$ cat src/rtl/inst_queue_pkg.sv
// Shared definitions for the instruction queue and the dispatcher that consumes it.
package inst_queue_pkg;

    // Width of each instruction field (type/dest/src0/src1).
    localparam int INS_PART_WID = 4;

    // Opcodes carried in the type field; stored verbatim by the queue.
    localparam logic [3:0] OP_ADD   = 4'd1;
    localparam logic [3:0] OP_MULT  = 4'd2;
    localparam logic [3:0] OP_FETCH = 4'd3;
    localparam logic [3:0] OP_STORE = 4'd4;

    // One queued instruction as packed into a storage word (type in the top field).
    typedef struct packed {
        logic [INS_PART_WID-1:0] op;
        logic [INS_PART_WID-1:0] dest;
        logic [INS_PART_WID-1:0] src0;
        logic [INS_PART_WID-1:0] src1;
    } ins_t;

    // Number of entries retired this cycle; inst_2 can only go together with inst_1.
    function automatic logic [1:0] pop_count(input logic take_1, input logic take_2);
        if (!take_1) begin
            return 2'd0;
        end
        return take_2 ? 2'd2 : 2'd1;
    endfunction

endpackage

$ cat src/rtl/inst_queue_mem.sv
// Instruction storage: one synchronous write port, two asynchronous read ports.
// The array carries no reset; validity is tracked by the occupancy count in the top level.
module inst_queue_mem #(
    parameter int DEPTH = 8,
    parameter int WID   = 16
) (
    input  logic                     clk,
    input  logic                     wr_en,
    input  logic [$clog2(DEPTH)-1:0] wr_addr,
    input  logic [WID-1:0]           wr_data,
    input  logic [$clog2(DEPTH)-1:0] rd_addr_a,
    output logic [WID-1:0]           rd_data_a,
    input  logic [$clog2(DEPTH)-1:0] rd_addr_b,
    output logic [WID-1:0]           rd_data_b
);

    logic [WID-1:0] store [DEPTH];

    // Capture the incoming instruction at the write pointer.
    always_ff @(posedge clk) begin
        if (wr_en) begin
            store[wr_addr] <= wr_data;
        end
    end

    // Both read ports are plain combinational lookups.
    always_comb begin
        rd_data_a = store[rd_addr_a];
        rd_data_b = store[rd_addr_b];
    end

endmodule

$ cat src/rtl/inst_queue.sv
// Dual-issue in-order instruction queue feeding inst_dispatch.
// Presents the two oldest entries and retires one or two per cycle on the fetch strobes.
module inst_queue #(
    parameter int DEPTH        = 8,
    parameter int INS_PART_WID = inst_queue_pkg::INS_PART_WID
) (
    input  logic                      clk,
    input  logic                      rst_n,
    input  logic                      flush,
    input  logic                      in_valid,
    output logic                      in_ready,
    input  logic [INS_PART_WID-1:0]   in_type,
    input  logic [INS_PART_WID-1:0]   in_dest,
    input  logic [INS_PART_WID-1:0]   in_src0,
    input  logic [INS_PART_WID-1:0]   in_src1,
    output logic                      inst_1_valid,
    output logic [INS_PART_WID-1:0]   inst_1_type,
    output logic [INS_PART_WID-1:0]   inst_1_dest,
    output logic [INS_PART_WID-1:0]   inst_1_src0,
    output logic [INS_PART_WID-1:0]   inst_1_src1,
    input  logic                      inst_1_fetch,
    output logic                      inst_2_valid,
    output logic [INS_PART_WID-1:0]   inst_2_type,
    output logic [INS_PART_WID-1:0]   inst_2_dest,
    output logic [INS_PART_WID-1:0]   inst_2_src0,
    output logic [INS_PART_WID-1:0]   inst_2_src1,
    input  logic                      inst_2_fetch,
    output logic [$clog2(DEPTH):0]    count,
    output logic                      proto_err
);

    import inst_queue_pkg::*;

    localparam int PTR_W = $clog2(DEPTH);
    localparam int CNT_W = PTR_W + 1;
    localparam int ENT_W = 4 * INS_PART_WID;
    localparam logic [CNT_W-1:0] FULL_CNT = CNT_W'(DEPTH);

    logic [PTR_W-1:0] wr_ptr;
    logic [PTR_W-1:0] rd_ptr;
    logic [PTR_W-1:0] rd_ptr_2;
    logic [ENT_W-1:0] wr_word;
    logic [ENT_W-1:0] rd_word_1;
    logic [ENT_W-1:0] rd_word_2;

    logic             push;
    logic             take_1;
    logic             take_2;
    logic [1:0]       pop;
    logic             violation;
    logic [CNT_W-1:0] count_next;
    logic [PTR_W-1:0] rd_ptr_next;
    logic [PTR_W-1:0] wr_ptr_next;

    // Status flags come only from registered occupancy, so nothing here sees the fetch inputs.
    always_comb begin
        in_ready     = (count < FULL_CNT);
        inst_1_valid = (count != '0);
        inst_2_valid = (count > CNT_W'(1));
        rd_ptr_2     = rd_ptr + PTR_W'(1);
    end

    // Decide what moves this cycle: push, how many pops, and whether the dispatcher misbehaved.
    always_comb begin
        push      = in_valid & in_ready;
        take_1    = inst_1_fetch & inst_1_valid;
        take_2    = take_1 & inst_2_fetch & inst_2_valid;
        pop       = pop_count(take_1, take_2);
        // Fetching an empty slot, or taking inst_2 without inst_1, is flagged but never retires anything extra.
        violation = (inst_1_fetch & ~inst_1_valid)
                  | (inst_2_fetch & ~inst_2_valid)
                  | (inst_2_fetch & ~inst_1_fetch);
        count_next  = count + CNT_W'(push) - CNT_W'(pop);
        rd_ptr_next = rd_ptr + PTR_W'(pop);
        wr_ptr_next = wr_ptr + PTR_W'(push);
    end

    // Pointer, occupancy and sticky error state; flush clears the queue but leaves the error flag alone.
    always_ff @(posedge clk or negedge rst_n) begin
        if (!rst_n) begin
            wr_ptr    <= '0;
            rd_ptr    <= '0;
            count     <= '0;
            proto_err <= 1'b0;
        end else if (flush) begin
            wr_ptr    <= '0;
            rd_ptr    <= '0;
            count     <= '0;
        end else begin
            wr_ptr    <= wr_ptr_next;
            rd_ptr    <= rd_ptr_next;
            count     <= count_next;
            proto_err <= proto_err | violation;
        end
    end

    // Pack the incoming fields into one storage word, type in the top field.
    always_comb begin
        wr_word = {in_type, in_dest, in_src0, in_src1};
    end

    inst_queue_mem #(
        .DEPTH (DEPTH),
        .WID   (ENT_W)
    ) u_mem (
        .clk       (clk),
        .wr_en     (push & ~flush),
        .wr_addr   (wr_ptr),
        .wr_data   (wr_word),
        .rd_addr_a (rd_ptr),
        .rd_data_a (rd_word_1),
        .rd_addr_b (rd_ptr_2),
        .rd_data_b (rd_word_2)
    );

    // Unpack the two head entries, forcing zero on any slot that holds no live instruction.
    always_comb begin
        inst_1_type = '0;
        inst_1_dest = '0;
        inst_1_src0 = '0;
        inst_1_src1 = '0;
        inst_2_type = '0;
        inst_2_dest = '0;
        inst_2_src0 = '0;
        inst_2_src1 = '0;
        if (inst_1_valid) begin
            {inst_1_type, inst_1_dest, inst_1_src0, inst_1_src1} = rd_word_1;
        end
        if (inst_2_valid) begin
            {inst_2_type, inst_2_dest, inst_2_src0, inst_2_src1} = rd_word_2;
        end
    end

endmodule

$ cat config.mk
export PLATFORM = sky130hd
export DESIGN_NAME = inst_queue
export DESIGN_NICKNAME = d
export VERILOG_FILES = /design/src/rtl/inst_queue_pkg.sv /design/src/rtl/inst_queue_mem.sv /design/src/rtl/inst_queue.sv
export SDC_FILE = /design/constraint.sdc
export NUM_CORES = 1
export LEC_CHECK = 0
export BUFFER_PORTS_ARGS = -buffer_cell sky130_fd_sc_hd__buf_2
export CORE_ASPECT_RATIO = 2
export CORE_MARGIN = 8
export CORE_UTILIZATION = 41
export CTS_CLUSTER_SIZE = 28
export DETAILED_ROUTE_END_ITERATION = 10
export PLACE_DENSITY_LB_ADDON = 0.05
export SLEW_MARGIN = 15
export SYNTH_ARGS = -nofsm -noshare
export SYNTH_HDL_FRONTEND = slang
export SYNTH_HIERARCHICAL = 1
export SYNTH_SLANG_ARGS = --single-unit
$ cat constraint.sdc
create_clock -name clk -period 6.25 [get_ports clk]
set_input_delay 0.9375 -clock clk [delete_from_list [all_inputs] [get_ports clk]]
set_output_delay 0.9375 -clock clk [all_outputs]
set_load 0.05 [all_outputs]
==> impl_metrics.prom <==
# TYPE chip_impl_metric gauge
chip_impl_info{name="outcome",value="finished, final reports clean"} 1
chip_impl_metric{name="fillCellCount",unit=""} 1419
chip_impl_metric{name="worst_ep_arrival",unit="ns"} 3.54
chip_impl_metric{name="crit_fanout",unit=""} 31
chip_impl_info{name="rsz0062_at_grt",value="false"} 1
chip_impl_metric{name="final.setup_skew",unit="ns"} 0.00675
chip_impl_metric{name="hold_viol_final",unit=""} 0
chip_impl_metric{name="initial_core_util",unit="%"} 41.6
chip_impl_metric{name="post_synth_instance_area",unit="um2"} 6950
chip_impl_info{name="hold_path_class",value="in2async"} 1
chip_impl_metric{name="transition_at_the_pin_with_the_smallest_max_transition_slack",unit="ns"} 1.10
chip_impl_metric{name="final.setup.tns",unit="ns"} 0
chip_impl_metric{name="leakage",unit="uW"} 0.00288
chip_impl_metric{name="power",unit="uW"} 3700
chip_impl_metric{name="setup-violations-final",unit=""} 0
chip_impl_metric{name="finalCritPeriodShare",unit="%"} 71.7
chip_impl_metric{name="wl_per_cell",unit="um"} 24.8
chip_impl_metric{name="syn_avg_cell_area",unit="um2"} 19.7
chip_impl_metric{name="fp.dieW",unit="um"} 108
chip_impl_info{name="cts_root_buffer",value="clkbuf_16"} 1
chip_impl_info{name="critical_path.startpoint_type",value="register"} 1
chip_impl_metric{name="cts-buffers-inserted",unit=""} 17
chip_impl_metric{name="multiInputGateArea",unit="um2"} 2670
chip_impl_metric{name="rows",unit=""} 67
chip_impl_metric{name="postCtsHoldBufs",unit=""} 0
chip_impl_metric{name="top_level_ports",unit=""} 62
chip_impl_metric{name="coreArea",unit="um2"} 16700
chip_impl_metric{name="yosysSeqAreaShare",unit="%"} 59.3
chip_impl_metric{name="dr.pass1.iters",unit=""} 4
chip_impl_metric{name="yosysWarningCount",unit=""} 6
chip_impl_metric{name="routed_wirelength",unit="um"} 16000
chip_impl_info{name="synthFlopType",value="edfxtp_1"} 1
chip_impl_metric{name="drc",unit=""} 0
chip_impl_metric{name="worst_hold_slack",unit="ns"} 0.406
chip_impl_metric{name="detailroute.via_count",unit=""} 3657
chip_impl_metric{name="number_of_enable_type_register_cells_in_the_synthesized_netlist",unit=""} 128
chip_impl_metric{name="maximum_number_of_pins_on_one_net_before_global_route_repair",unit=""} 34
chip_impl_metric{name="number_of_antenna_violations_at_the_first_check_in_global_routing",unit=""} 1
chip_impl_info{name="final_common_cell",value="edfxtp_1"} 1
chip_impl_metric{name="grt_pass1_wl",unit="um"} 24300
chip_impl_metric{name="grtUsageTotal",unit="%"} 15.7
chip_impl_metric{name="die_area",unit="um2"} 21600
chip_impl_metric{name="clk-insertion-delay-late",unit="ns"} 0.41
chip_impl_metric{name="die_height",unit="um"} 200
chip_impl_info{name="type_of_element_capturing_the_critical_path",value="primary output"} 1
chip_impl_metric{name="synthArstFlopShare",unit="%"} 7.91
chip_impl_metric{name="grt_overflow_total",unit=""} 0
chip_impl_metric{name="synth-seq-cells",unit=""} 139
chip_impl_info{name="top_library_cells_by_usage_in_the_layout_fill_and_taps_aside",value="edfxtp_1, buf_2, mux4_1, mux2_2, clkbuf_16"} 1
chip_impl_metric{name="netlist-cell-type-count",unit=""} 32
chip_impl_metric{name="register_area",unit="um2"} 4120
chip_impl_metric{name="power.density_cell_area",unit="nW/um2"} 462
chip_impl_metric{name="port-buffer-count",unit=""} 61
chip_impl_metric{name="required_worst_endpoint",unit="ns"} 5.31
chip_impl_metric{name="max_cap_viol_count",unit=""} 0
chip_impl_metric{name="numClockSinks",unit=""} 139
chip_impl_info{name="setup.worst_path.class",value="reg2out"} 1
chip_impl_metric{name="fmaxAchievable",unit="MHz"} 223
chip_impl_metric{name="first_iter_violations",unit=""} 155
chip_impl_metric{name="max-clock-path-buffers",unit=""} 2
chip_impl_metric{name="cts.repair_timing.setup_buffer_count",unit=""} 0
chip_impl_metric{name="route.antenna.remaining_nets",unit=""} 0
chip_impl_metric{name="max_slew_violation_count",unit=""} 0
chip_impl_info{name="cts_tree",value="built"} 1
chip_impl_metric{name="layout-drive-gt1-share",unit="%"} 34.6
chip_impl_metric{name="via_per_inst",unit=""} 5.68
chip_impl_metric{name="post-dp-hpwl",unit="um"} 10200
chip_impl_metric{name="synthCells",unit=""} 352
chip_impl_metric{name="grt_pass1_vias",unit=""} 4143
chip_impl_metric{name="cts-htree-levels",unit=""} 4
chip_impl_metric{name="gp_congestion",unit=""} 0.706
chip_impl_metric{name="cts_clock_pin_slew_for_the_worst_setup_and_hold_paths",unit="ns"} 0.06
chip_impl_metric{name="period_needed",unit="ns"} 4.48
chip_impl_metric{name="timing.max_slew.rel_slack",unit="%"} 26.5
chip_impl_metric{name="area_delta_synth_final",unit="%"} 15.4
chip_impl_metric{name="irDropWorstVdd",unit="mV"} 0.298
chip_impl_metric{name="final_nets",unit=""} 455
chip_impl_metric{name="postCtsResizedCells",unit=""} 0
chip_impl_metric{name="syn_nets",unit=""} 384
[worst paths after layout]
check                      cells after the start  slack [ns]                   from                     to
max reg2reg                                    9        3.35     count[2]$_DFF_PN0_     count[2]$_DFF_PN0_
min in group clk                               1        0.47  proto_err$_DFFE_PN0N_  proto_err$_DFFE_PN0N_
min reg2reg                                    1        0.47  proto_err$_DFFE_PN0N_  proto_err$_DFFE_PN0N_
min                                            1        0.41                  rst_n     count[2]$_DFF_PN0_
max in group asynchronous                      1        5.58                  rst_n    rd_ptr[0]$_DFF_PN0_
max                                            8        1.77    rd_ptr[0]$_DFF_PN0_         inst_2_src1[1]
[logic make-up (layout without fill, tap and decap cells)]
| kind of cell | after synthesis | after routing | synth area share [%] |
|---|---|---|---|
| flops | 139 | 139 | 59.3 |
| mux | 97 | 97 | 29.2 |
| simple gates | 65 | 65 | 5.51 |
| buf+inv | 29 | 113 | 2.54 |
| fa+ha+maj | 10 | 10 | 2.02 |
| compound gates | 7 | 7 | 0.846 |
| xor+xnor | 5 | 5 | 0.630 |
| other cells | 0 | 1 | 0 |
[worst max-delay path, cell delays in order (launching register included)]
cell and delay, ns:
dfrtp_2 0.44, buf_4 0.52, ha_1 0.29, xor2_2 0.37, buf_4 0.45, mux4_1 0.36
mux2_2 0.27, and2_1 0.17, buf_2 0.22
[cells in the mapped netlist, types with 3 or more instances]
cell / number / share of area (%)
nor2b_1: 13 / 1.2
inv_1: 7 / 0.38
nand2b_1: 4 / 0.36
mux4_2: 8 / 2.6
and2b_1: 7 / 0.76
buf_6: 8 / 1.3
dfrtp_1: 11 / 4.0
nor2_1: 14 / 0.76
clkbuf_1: 4 / 0.22
and2_1: 16 / 1.4
mux2_2: 32 / 5.2
xnor2_1: 3 / 0.38
nand2_1: 5 / 0.27
a21oi_1: 3 / 0.22
mux4_1: 56 / 21
buf_1: 6 / 0.32
edfxtp_1: 128 / 55
ha_1: 8 / 1.4
[power by group]
group / switching, uW / leakage, uW / internal [uW]
clock: 367 / 0.000254 / 536
sequential: 30.6 / 0.00130 / 1060
combinational: 1110 / 0.00133 / 598
[flip-flops by register name, indices dropped and copies added (netlist names)]
name and flops:
rd_ptr 3, wr_ptr 3, u_mem/store 128, proto_err 1, count 4
[area by class of cell]
type / count / share of cell area, %
Inverter: 7 / 0.328
Tap cell: 207 / 3.23
Timing Repair Buffer: 74 / 5.03
Clock inverter: 15 / 1.36
Sequential cell: 139 / 51.4
Multi-Input combinational cell: 184 / 33.3
Antenna cell: 1 / 0.0312
Clock buffer: 17 / 5.31
[per-layer routing]
layer | vias to the layer above | part of all wire, % | track usage, %
met5 | - | 0 | 0
met4 | 0 | 1.7 | 6.59
met3 | 12 | 3.3 | 3.12
met2 | 77 | 58 | 29.0
met1 | 1945 | 37 | 16.2
li1 | 1623 | - | -
[metrics by stage]
| step | cells | instance area (um2) | utilization, % | worst slack (ns) |
|---|---|---|---|---|
| after global placement | 611 | 7480 | 44.8 | 2.15 |
| after detailed placement | 611 | 7480 | 44.8 | 2.13 |
| after CTS | 643 | 8010 | 48.0 | 1.69 |
| after floorplan | 352 | 6950 | - | 2.92 |
| after global routing | 644 | 8020 | 48.0 | 1.59 |
| final | 644 | 8020 | 48.0 | 1.77 |
No activity file was read; power rests on OpenSTA's default activity.
